[src/rtl/validator_core_mp.sv]
// Inlier/outlier classifier for one query point: counts neighbours over LANES lane
// distances per accepted beat, with mode-dependent radius and intensity bypass.
module validator_core_mp #(
  parameter int N                 = 16,
  parameter int LANES             = 8,
  parameter int CNT_W             = 16,
  parameter int SIZE_W            = 32,
  parameter int MIN_SEARCH_RADIUS = 1,
  parameter int ANG_SHIFT         = 3
) (
  input  logic                 i_clock,
  input  logic                 i_reset_n,
  input  logic                 i_start,
  input  logic                 i_abort,
  input  logic [1:0]           i_mode,
  input  logic [N-1:0]         i_sensor_dist,
  input  logic [N-1:0]         i_point_i,
  input  logic [N-1:0]         i_intensity_thr,
  input  logic [N-1:0]         i_fixed_radius,
  input  logic [2:0]           i_multi_shift,
  input  logic [CNT_W-1:0]     i_nbr_thr,
  input  logic [SIZE_W-1:0]    i_cloud_size,
  input  logic                 i_batch_valid,
  input  logic [N*LANES-1:0]   i_lane_dist,
  input  logic [LANES-1:0]     i_lane_mask,
  output logic                 o_ready,
  output logic                 o_busy,
  output logic                 o_done,
  output logic                 o_inlier,
  output logic                 o_outlier,
  output logic [CNT_W-1:0]     o_nbr_count,
  output logic [SIZE_W-1:0]    o_compared
);

  localparam int PC_W = $clog2(LANES + 1);

  typedef enum logic [1:0] {IDLE, SETUP, ACCUM, DONE} state_t;
  state_t state;

  logic [1:0]        mode_r;
  logic [N-1:0]      sensor_r, point_r, ithr_r, frad_r, radius_r;
  logic [2:0]        shift_r;
  logic [CNT_W-1:0]  nbr_thr_r;
  logic [SIZE_W-1:0] cloud_r;

  function automatic logic [PC_W-1:0] popcount(input logic [LANES-1:0] v);
    logic [PC_W-1:0] c;
    c = '0;
    for (int k = 0; k < LANES; k++) c = c + PC_W'(v[k]);
    return c;
  endfunction

  function automatic logic [CNT_W-1:0] sat_cnt(input logic [CNT_W:0] v);
    return v[CNT_W] ? '1 : v[CNT_W-1:0];
  endfunction

  function automatic logic [SIZE_W-1:0] sat_size(input logic [SIZE_W:0] v);
    return v[SIZE_W] ? '1 : v[SIZE_W-1:0];
  endfunction

  logic             start_ok, beat_ok, bypass;
  logic [LANES-1:0] hit_vec;
  logic [4:0]       shamt;
  logic [N-1:0]     shifted, radius_calc;
  logic [CNT_W-1:0] nbr_next;
  logic [SIZE_W-1:0] cmp_next;

  assign start_ok = (state == IDLE) && i_start && !i_abort;
  assign beat_ok  = (state == ACCUM) && i_batch_valid && !i_abort;
  assign o_ready  = (state == ACCUM);
  assign o_busy   = (state != IDLE);

  // Radius derived from latched point/config; only consumed while in SETUP.
  assign shamt       = 5'(ANG_SHIFT) + {2'b00, shift_r};
  assign shifted     = sensor_r >> shamt;
  assign radius_calc = (mode_r == 2'd1 || mode_r == 2'd2) ? frad_r :
                       (shifted < N'(MIN_SEARCH_RADIUS)) ? N'(MIN_SEARCH_RADIUS) : shifted;
  assign bypass      = mode_r[1] && (point_r > ithr_r);

  always_comb begin
    hit_vec = '0;
    for (int k = 0; k < LANES; k++)
      hit_vec[k] = i_lane_mask[k] && (i_lane_dist[k*N +: N] <= radius_r);
  end

  assign nbr_next = sat_cnt({1'b0, o_nbr_count} + (CNT_W+1)'(popcount(hit_vec)));
  assign cmp_next = sat_size({1'b0, o_compared} + (SIZE_W+1)'(popcount(i_lane_mask)));

  always_ff @(posedge i_clock) begin
    if (start_ok) begin
      mode_r    <= i_mode;
      sensor_r  <= i_sensor_dist;
      point_r   <= i_point_i;
      ithr_r    <= i_intensity_thr;
      frad_r    <= i_fixed_radius;
      shift_r   <= i_multi_shift;
      nbr_thr_r <= i_nbr_thr;
      cloud_r   <= i_cloud_size;
    end
    if (state == SETUP) radius_r <= radius_calc;
  end

  always_ff @(posedge i_clock or negedge i_reset_n) begin
    if (!i_reset_n) begin
      state       <= IDLE;
      o_done      <= 1'b0;
      o_inlier    <= 1'b0;
      o_outlier   <= 1'b0;
      o_nbr_count <= '0;
      o_compared  <= '0;
    end else if (i_abort) begin
      state       <= IDLE;
      o_done      <= 1'b0;
      o_inlier    <= 1'b0;
      o_outlier   <= 1'b0;
      o_nbr_count <= '0;
      o_compared  <= '0;
    end else begin
      o_done <= 1'b0;
      case (state)
        IDLE: if (i_start) begin
          state       <= SETUP;
          o_inlier    <= 1'b0;
          o_outlier   <= 1'b0;
          o_nbr_count <= '0;
          o_compared  <= '0;
        end
        SETUP: begin
          // Bypass beats the zero-threshold check, which beats the empty-cloud check.
          if (bypass || nbr_thr_r == '0) begin
            state    <= DONE;
            o_done   <= 1'b1;
            o_inlier <= 1'b1;
          end else if (cloud_r == '0) begin
            state     <= DONE;
            o_done    <= 1'b1;
            o_outlier <= 1'b1;
          end else begin
            state <= ACCUM;
          end
        end
        ACCUM: if (beat_ok) begin
          o_nbr_count <= nbr_next;
          o_compared  <= cmp_next;
          if (nbr_next >= nbr_thr_r) begin
            state    <= DONE;
            o_done   <= 1'b1;
            o_inlier <= 1'b1;
          end else if (cmp_next >= cloud_r) begin
            state     <= DONE;
            o_done    <= 1'b1;
            o_outlier <= 1'b1;
          end
        end
        DONE: state <= IDLE;
        default: state <= IDLE;
      endcase
    end
  end

endmodule
[config.mk]
export PLATFORM = sky130hd
export DESIGN_NAME = validator_core_mp
export DESIGN_NICKNAME = d
export VERILOG_FILES = /design/src/rtl/validator_core_mp.sv
export SDC_FILE = /design/constraint.sdc
export NUM_CORES = 1
export LEC_CHECK = 0
export BUFFER_PORTS_ARGS = -buffer_cell sky130_fd_sc_hd__buf_4
export CAP_MARGIN = 20
export CORE_AREA = 2 2 200 153
export CTS_BUF_LIST = sky130_fd_sc_hd__clkbuf_8
export DETAILED_ROUTE_END_ITERATION = 10
export DIE_AREA = 0 0 202 155
export PLACE_DENSITY = 0.73
export SLEW_MARGIN = 20
export SYNTH_ARGS = -nofsm -noshare
export SYNTH_HDL_FRONTEND = slang
export SYNTH_SLANG_ARGS = --single-unit
[constraint.sdc]
create_clock -name i_clock -period 28.9 [get_ports i_clock]
set_input_delay 1.445 -clock i_clock [delete_from_list [all_inputs] [get_ports i_clock]]
set_output_delay 1.445 -clock i_clock [all_outputs]
set_load 0.1 [all_outputs]
==> out/metrics.cfg, run 1 <==
[grt]
antenna_found_initial=3
grt_max_degree=80
grt-ovfl-total=0
grt_pass1_vias=10900
grt_pass1_wl_microns=56300
track_usage_pct=23.0

[timing]
slew_headroom_pct=35.1
finClkSkew_ps=29.6
post-route-period-util_pct=29.7
setup_tns_ps=0
setup_viol=0
rsz0062_at_grt=false
maxSlewViolCount=0
finalHoldViolCount=0
layout_min_cycle_time_ps=8580
worst_pin_slew_ps=974
max_clock_freq_ghz=0.117

[clock_network]
path_clk_slew_ps=130
numClockSinks=183
cts_setup_buffers=0
cts_buffers=17
htree_levels=4
insertion_delay_ps=520
cts_tree=yes
holdBufCountCts=0
cts_resized=0
clockBufferDepth=2
cts-root-buf=clkbuf_8

[routing]
wl_per_cell_microns=17.9
drtIter0Drc=678
wl_microns=35700
route.antenna.remaining_nets=0
routed_via_density=5.52
remaining_drc_errors=0
vias=11000
first_pass_iters=5

[setup_path]
worstPathRequired_ps=29350
worst_path_most_repeated_cell=fa_1
critPathMaxStageDelay_ps=630
r2r_slack_ps=20630
startpoint_type=primary input
path_max_fanout=20
worstSetupPathType=primary input to register
cp.arrival_ps=9030
cp-end-kind=register
critical-path-slowest-cell=nor3_1

[finish]
final_area_sq_um=16200
final_common_cell=buf_4
final_layout_size_suffix_gt1_share_pct=23.3
syn_to_final_growth_pct=24.3
final_cell_mix=buf_4, ha_1, edfxtp_1, nand2_1, inv_1
nNetsFinal=2057
antennaDiodeCount=0

[min_path]
hold_class=register to register

[synthesis]
ys_seq_area_share_pct=40.1
synth_edf_count=130
yosys.cell_types.count=69
ys_warn_count=0
synth_area_per_cell_sq_um=10.2
synth.top_cells.by_area=edfxtp_1, ha_1, dfrtp_1
synth-simple-area-share_pct=13.8
syn_nets=1755
synth_compound_area_share_pct=15.9
synth.top_cell.area_share_pct=29.9
synth_xor_area_share_pct=1.81
ys_seq_elements=183
syn_inst=1279
synth_flop_cell=edfxtp_1
yosys.area.top_type=edfxtp_1
synthArstFlopShare_pct=29.0
synth_area_sq_um=13100
synth_adder_area_share_pct=21.5
muxShareOfSynthArea_pct=2.41
synth_top_family_by_area=adder cells

[floorplan]
die_w_microns=202
io_pins=311
die-area_sq_um=31300
start_util_pct=44.2
die_h_microns=155
row_count=55
core_sq_um=29500

[placement]
dp_hpwl_microns=28300
portBuffers=307
dpl_cell_area_sq_um=15800
place.gp.congestion=0.918

[status]
status=finished clean

[pwr]
ir_drop_v=0.0000539
power_density_nw_per_um2=57.1
leakagePower_nw=7.79

[run]
max_cap_violations=0

==> sequential cells by signal (all words and copies together) (netlist names), 3 cells and up <==
| signal | count |
|---|---|
| shift_r | 3 |
| point_r | 16 |
| ithr_r | 16 |
| nbr_thr_r | 16 |
| frad_r | 16 |
| cloud_r | 32 |
| o_nbr_count | 16 |
| o_compared | 32 |
| sensor_r | 13 |
| radius_r | 16 |
==> metal layers <==
layer  part of all wire (%)  global-route usage, %  up-vias
li1                       -                      -     5333
met1                     45                   31.5     5231
met2                     45                   35.3      366
met3                    7.3                   5.99       61
met4                    2.2                   7.74        4
met5                  0.073                      0        -
==> cell families (layout without fill, tap and decap cells) <==
logic type | Yosys count | after routing
fa+ha+maj | 218 | 218
xor+xnor | 27 | 27
mux | 31 | 31
simple gates | 355 | 355
flops | 183 | 183
buf+inv | 146 | 461
compound gates | 319 | 319
==> report_power, final <==
group | switching (W) | internal [W]
combinational | 0.000243 | 0.000155
sequential | 0.0000161 | 0.000321
clock | 0.000115 | 0.0000765
==> stage by stage <==
| step | hold slack (ps) | instances | utilization, % | setup WS, ps | power (W) |
|---|---|---|---|---|---|
| floorplan | 495 | 1279 | - | 18220 | 0.000617 |
| global placement | 506 | 1961 | 53.4 | 19870 | 0.000725 |
| detailed placement | 511 | 1961 | 53.4 | 19780 | 0.000741 |
| CTS | 536 | 1993 | 54.9 | 20320 | 0.000934 |
| global route | 568 | 1993 | 55.0 | 19810 | 0.000998 |
| finish | 531 | 1993 | 55.0 | 20320 | 0.000927 |
==> worst max-delay path, delay by kind of cell <==
kind            cells  cell delay (ps)
simple gates       11             2130
mux                 1              200
compound gates     11             2150
buf+inv             5              370
fa+ha+maj           7             2740
==> final timing paths <==
check                          startpoint  cells past startpoint        endpoint
max                        i_lane_dist[1]                     35        state[1]
min                            frad_r[15]                      1    radius_r[15]
max reg2reg                   radius_r[1]                     35        state[1]
min reg2reg                    frad_r[15]                      1    radius_r[15]
max in group asynchronous       i_reset_n                      1  o_compared[13]
min in group asynchronous       i_reset_n                      1  o_compared[18]
==> area by class of cell <==
class,count,area (sq um)
multi-input cells,950,7250
fillers,2549,13300
repair buffers,314,2360
flip-flops and latches,183,5230
clock inverters,15,220
inverters,115,432
well taps,399,499
clock buffers,17,234
==> synthesized netlist by cell type (all sizes together), types with 4 or more instances <==
cell and n:
a211oi 16, a21o 31, a21oi 85, a22o 38, a31oi 7, and2 8, and3 9, buf 12
clkbuf 19, dfrtp 53, edfxtp 130, fa 10, ha 208, inv 115, mux2i 28, nand2 128
nand2b 15, nand3 29, nand3b 4, nand4 36, nor2 51, nor2b 16, nor3 22, nor4 17
o21a 16, o21ai 86, o221ai 5, o31a 4, o31ai 5, or3 7, xnor2 17, xor2 10
Power figures use the tool's default switching activity.
==> run 2: changes to the inputs <==
--- a/config.mk
+++ b/config.mk
@@ -11,7 +11,7 @@
 export CTS_BUF_LIST = sky130_fd_sc_hd__clkbuf_8
 export DETAILED_ROUTE_END_ITERATION = 10
 export DIE_AREA = 0 0 202 155
-export PLACE_DENSITY = 0.73
+export PLACE_DENSITY = 0.76
 export SLEW_MARGIN = 20
 export SYNTH_ARGS = -nofsm -noshare
 export SYNTH_HDL_FRONTEND = slang
==> constraint.sdc (replaced) <==
create_clock -name i_clock -period 7.1 [get_ports i_clock]
set_input_delay 0.355 -clock i_clock [delete_from_list [all_inputs] [get_ports i_clock]]
set_output_delay 0.355 -clock i_clock [all_outputs]
set_load 0.1 [all_outputs]
==> out/metrics.cfg, run 2 (synthesis results as in run 1) <==
[min_path]
hold_class=primary input to register
hold_depth=2  ; +1
hp-start=i_abort
min_to=state[0]

[routing]
vias=11700  ; +6.3%
first_pass_iters=6  ; +1
remaining_drc_errors=0  ; unchanged
drtIter0Drc=886  ; +31%
routed_via_density=5.45  ; -1.2%
route.antenna.remaining_nets=0  ; unchanged
wl_per_cell_microns=19.2  ; +6.9%
wl_microns=41100  ; +15%

[timing]
setup_tns_ps=0  ; unchanged
finalHoldViolCount=0  ; unchanged
slew_headroom_pct=25.6  ; -9.5 points
layout_min_cycle_time_ps=6810
maxSlewViolCount=0  ; unchanged
post-route-period-util_pct=95.9
finalWorstSetupSlack_ps=294  ; -20,020 ps
max_clock_freq_ghz=0.147
finClkSkew_ps=20.8  ; -8.80 ps
worst_pin_slew_ps=1120  ; +142 ps
hold_ws_ps=108  ; -423 ps
setup_viol=0  ; unchanged

[floorplan]
start_util_pct=44.2  ; unchanged
row_count=55  ; unchanged
die_h_microns=155  ; unchanged
io_pins=311  ; unchanged
core_sq_um=29500  ; unchanged
die-area_sq_um=31300  ; unchanged
die_w_microns=202  ; unchanged

[setup_path]
critPathMaxStageDelay_ps=550  ; -80 ps
r2r-end=state[0]
worstSetupPathType=register to register
cp.arrival_ps=7230  ; -1800 ps
critPathBufInv=5  ; unchanged
rr_worst_depth=34  ; -2.9%
worstPathRequired_ps=7520  ; -21,830 ps
startpoint_type=register
r2r_slack_ps=290  ; -20,340 ps
cp_top_family=adder cells
worstReg2RegStart=radius_r[0]
critical-path-slowest-cell=edfxtp_1
path_max_fanout=8  ; -60%
cp-end-kind=register

[grt]
track_usage_pct=25.9  ; +2.9 points
grt_pass1_wl_microns=62000  ; +10%
antenna_found_initial=1  ; -2
grt_max_degree=78  ; -2.5%
grt_pass1_vias=11500  ; +6.0%
grt-ovfl-total=0  ; unchanged

[run]
max_cap_violations=0  ; unchanged

[clock_network]
path_clk_slew_ps=100  ; -30 ps
insertion_delay_ps=510  ; about the same
cts_tree=yes
cts_buffers=17  ; unchanged
clockBufferDepth=2  ; unchanged
htree_levels=4  ; unchanged
numClockSinks=183  ; unchanged
cts-root-buf=clkbuf_8

[finish]
final_layout_size_suffix_gt1_share_pct=24.4  ; +1.1 points
final_common_cell=buf_4
nNetsFinal=2207  ; +7.3%
fillers=2365  ; -7.2%
top_regs=cloud_r: 32 flops, o_compared: 32 flops
final_cell_mix=buf_4, ha_1, edfxtp_1, nand2_1, dlygate4sd3_1
syn_to_final_growth_pct=35.7

[status]
status=finished clean

[pwr]
power_density_nw_per_um2=222  ; +290%
leakagePower_nw=8.44  ; +8.4%
ir_drop_v=0.000226  ; +320%

[placement]
portBuffers=307  ; unchanged
dp_hpwl_microns=30800  ; +8.8%
place.gp.congestion=0.907  ; -1.2%
post-place-ws_ps=-97.2  ; -19,880 ps

[run 2: final cells by class]
| cell class | count | area [sq um] | area share [%] |
|---|---|---|---|
| multi-input cells | 950 | 7360 | 41.6 |
| diodes | 1 | 2.50 | 0.0141 |
| repair buffers | 464 | 3770 | 21.3 |
| clock inverters | 15 | 179 | 1.01 |
| inverters | 115 | 434 | 2.45 |
| clock buffers | 17 | 234 | 1.32 |
| well taps | 399 | 499 | 2.82 |
| flip-flops and latches | 183 | 5230 | 29.5 |
[run 2: per-layer routing]
layer	global-route usage (%)	routed length [microns]	up-vias
met4	7.07	664	0
met5	0	0	-
met1	35.6	18200	5538
li1	-	-	5636
met3	5.03	3090	48
met2	41.8	19100	470
[run 2: worst reg2reg max path, delay by kind of cell, from the launching register on]
kind            cells  cell delay, ps
simple gates       11            1300
flops               1             550
buf+inv             5             380
compound gates     11            1830
fa+ha+maj           7            2670
[run 2: how the worst max path moves through the flow]
| stage | from | to | slack, ps | depth (start not counted) |
|---|---|---|---|---|
| 6_report | radius_r[0] | state[0] | 290 | 34 |
| 5_1_grt | radius_r[1] | state[0] | -10 | 37 |
| 4_1_cts | radius_r[0] | state[0] | 30 | 34 |
| 3_3_place_gp | radius_r[1] | state[1] | 30 | 35 |
| 2_1_floorplan | radius_r[1] | state[0] | 330 | 36 |
| 3_5_place_dp | i_lane_dist[13] | state[1] | -100 | 32 |
[run 2: repair_timing]
item                       CTS  global route
setup endpoints to repair    4             5
gates cloned                 0             0
setup buffers                0             3
gates resized for setup      7            23
hold endpoints to repair   167             0
pin swaps                    1             7
hold buffers               115             0
[run 2: power by group]
group | leakage (nW) | total [W] | internal, W | switching [W]
sequential | 1.94 | 0.00138 | 0.00131 | 0.0000708
combinational | 6.29 | 0.00179 | 0.000744 | 0.00105
clock | 0.209 | 0.000755 | 0.000298 | 0.000457
total | 8.44 | 0.00393 | 0.00235 | 0.00158
[run 2: stage by stage]
step / instances / total power (W) / area, sq um / utilization (%)
floorplan: 1279 / 0.00250 / 13100 / -
global placement: 1993 / 0.00302 / 16000 / 54.2
detailed placement: 1993 / 0.00308 / 16000 / 54.2
CTS: 2140 / 0.00390 / 17600 / 59.6
global route: 2144 / 0.00420 / 17700 / 60.0
finish: 2144 / 0.00393 / 17700 / 60.0
==> run 3: changes to the inputs <==
--- a/config.mk
+++ b/config.mk
@@ -5,12 +5,13 @@
 export SDC_FILE = /design/constraint.sdc
 export NUM_CORES = 1
 export LEC_CHECK = 0
+export ABC_AREA = 1
 export BUFFER_PORTS_ARGS = -buffer_cell sky130_fd_sc_hd__buf_4
 export CAP_MARGIN = 20
-export CORE_AREA = 2 2 200 153
+export CORE_AREA = 2 2 201 154
 export CTS_BUF_LIST = sky130_fd_sc_hd__clkbuf_8
 export DETAILED_ROUTE_END_ITERATION = 10
-export DIE_AREA = 0 0 202 155
+export DIE_AREA = 0 0 203 156
 export PLACE_DENSITY = 0.76
 export SLEW_MARGIN = 20
 export SYNTH_ARGS = -nofsm -noshare
==> out/metrics.cfg, run 3 <==
[floorplan]
die_w_microns=203  ; +0.50%
core_sq_um=29700  ; +0.47%
die-area_sq_um=31700  ; +1.1%
row_count=55  ; unchanged
start_util_pct=44.5  ; +0.33 points
die_h_microns=156  ; +0.65%
io_pins=311  ; unchanged

[placement]
post-place-ws_ps=206  ; +303 ps
portBuffers=307  ; unchanged
dp_hpwl_microns=31600  ; +2.5%
dpl_cell_area_sq_um=16000  ; +0.22%
place.gp.congestion=0.931  ; +2.7%

[min_path]
hold_class=primary input to register

[synthesis]
synth.top_cells.by_area=edfxtp_1, ha_1, nand2_1
synth_commonest_cells=nand2_1, inv_1, ha_1
syn_nets=1986  ; +13%
yosys.area.top_type=edfxtp_1
syn_inst=1510  ; +18%
synth.top_cell.area_share_pct=29.6  ; -0.36 points
ys_warn_count=0  ; unchanged
ys_seq_elements=183  ; unchanged
synthArstFlopShare_pct=29.0  ; unchanged
synth.most_common_cell=nand2_1
ys_seq_area_share_pct=39.6  ; -0.48 points
synth_area_sq_um=13200  ; +1.2%
synth_edf_count=130  ; unchanged
synth_area_per_cell_sq_um=8.75  ; -14%
synth_flop_cell=edfxtp_1
yosys.cell_types.count=46  ; -33%

[setup_path]
cp-end-kind=register
cp.arrival_ps=6890  ; -340 ps
path_max_fanout=5  ; -3
startpoint_type=register
critical-path-slowest-cell=fa_1
worstPathRequired_ps=7450  ; -70 ps
worstSetupPathType=register to register
critPathMaxStageDelay_ps=530  ; -20 ps

[finish]
fillers=2642  ; +12%
multiInputGateArea_sq_um=7090  ; -3.7%
final_area_sq_um=16700  ; -5.7%
final_cell_mix=nand2_1, buf_4, inv_1, ha_1, edfxtp_1
antennaDiodeCount=0  ; -1
regArea_sq_um=5230  ; unchanged
nNetsFinal=2326  ; +5.4%
final_layout_size_suffix_gt1_share_pct=22.6  ; -1.8 points
syn_to_final_growth_pct=26.5
final_common_cell=nand2_1
top_regs=cloud_r: 32 flops, o_compared: 32 flops

[timing]
worst_pin_slew_ps=900  ; -217 ps
setup_viol=0  ; unchanged
finalHoldViolCount=0  ; unchanged
setup_tns_ps=0  ; unchanged
maxSlewViolCount=0  ; unchanged
layout_min_cycle_time_ps=6530  ; -273 ps
hold_ws_ps=42.1  ; -65.6 ps
finalWorstSetupSlack_ps=567  ; +273 ps
max_clock_freq_ghz=0.153  ; +4.2%
slew_headroom_pct=39.9  ; +14 points
post-route-period-util_pct=92.0  ; -3.8 points
finClkSkew_ps=22.6  ; +1.83 ps
rsz0062_at_grt=false

[pwr]
power_density_nw_per_um2=224  ; +1.2%
intPower_w=0.00227  ; -3.3%
leakagePower_nw=8.29  ; -1.9%
power.switching_w=0.00148  ; -6.3%
comb_power_share_pct=42.2  ; -3.4 points
power_frac_seq_pct=36.6  ; +1.5 points
p_sw_share_pct=39.4  ; -0.75 points
ir_drop_v=0.000133  ; -41%
clkPwrFrac_pct=21.2  ; +2.0 points

[clock_network]
cts_tree=yes
clockBufferDepth=2  ; unchanged
path_clk_slew_ps=110  ; about the same
htree_levels=4  ; unchanged
insertion_delay_ps=480  ; -30 ps
cts_buffers=17  ; unchanged
numClockSinks=183  ; unchanged
cts-root-buf=clkbuf_8

[routing]
remaining_drc_errors=0  ; unchanged
drtIter0Drc=845  ; -4.6%
route.antenna.remaining_nets=0  ; unchanged
vias=11900  ; +2.0%
first_pass_iters=6  ; unchanged
routed_via_density=5.27  ; -3.3%
wl_per_cell_microns=17.1  ; -11%
wl_microns=38800  ; -5.7%

[grt]
grt-ovfl-total=0  ; unchanged
antenna_found_initial=0  ; -1
grt_pass1_vias=11500  ; -0.052%
grt_pass1_wl_microns=60500  ; -2.4%
grt_max_degree=54  ; -31%
track_usage_pct=24.7  ; -1.1 points

[run]
max_cap_violations=0  ; unchanged

[status]
status=finished clean

[run 3: final timing paths]
check	start	endpoint	slack, ps	cells after the start
hold / removal	i_fixed_radius[6]	frad_r[6]	40	1
setup / recovery	radius_r[2]	state[0]	570	35
max in group asynchronous	i_reset_n	o_nbr_count[13]	6090	2
setup reg to reg	radius_r[2]	state[0]	570	35
hold reg to reg	o_inlier	o_inlier	510	2
min in group asynchronous	i_reset_n	o_compared[3]	460	2
[run 3: power groups by stage]
stage	registers (W)	clock network [W]	logic (W)
CTS	0.00137	0.000819	0.00157
global placement	0.00139	0	0.00148
finish	0.00137	0.000794	0.00158
floorplan	0.00144	0	0.000997
global route	0.00139	0.000860	0.00182
detailed placement	0.00139	0	0.00155
[run 3: cell families (layout without fill, tap and decap cells)]
logic type               count (synthesis)  after routing  share of synthesized area, %
AO/OA/AOI/OAI                          231            231                          10.1
XOR/XNOR                                 9              9                         0.597
adder cells (fa/ha/maj)                218            218                          21.2
flip-flops                             183            183                          39.6
buffers and inverters                  246            599                          7.20
AND/OR/NAND/NOR                        623            623                          21.3
[run 3: routing by layer]
metal  routed length [microns]  up-vias  GRT usage (%)  share of wire [%]
li1                          -     5861              -                  -
met1                     17800     5485           35.0                 46
met2                     16400      496           37.0                 42
met3                      3290       86           5.41                8.5
met4                      1300        0           9.21                3.3
met5                         0        -              0                  0
[run 3: layout make-up]
class                   count  share of cell area, %
multi-input cells        1081                   42.4
flip-flops and latches    183                   31.3
repair buffers            340                   15.5
inverters                 227                   5.15
well taps                 399                   2.99
clock buffers              17                   1.40
clock inverters            15                   1.26
[run 3: per-stage QoR]
| step | utilization (%) | std cells | total power [W] |
|---|---|---|---|
| finish | 56.3 | 2262 | 0.00375 |
| global route | 56.3 | 2262 | 0.00406 |
| CTS | 56.0 | 2256 | 0.00375 |
| detailed placement | 54.1 | 2212 | 0.00295 |
| global placement | 54.1 | 2212 | 0.00287 |
| floorplan | - | 1510 | 0.00244 |
[run 3: critical path, delay by kind of cell (launching register included)]
family / cells / cell delay, ps
adders and majority gates: 7 / 2770
and+or+nand+nor: 16 / 1760
AOI/OAI and AO/OA: 6 / 990
buffers and inverters: 6 / 470
DFF: 1 / 390
[run 3: timing repair]
action,4_1_cts,5_1_grt
setup buffers,0,6
hold buffers,12,0
endpoints found under the hold margin,64,0
gates resized for setup,0,13
endpoints found under the setup margin,0,5
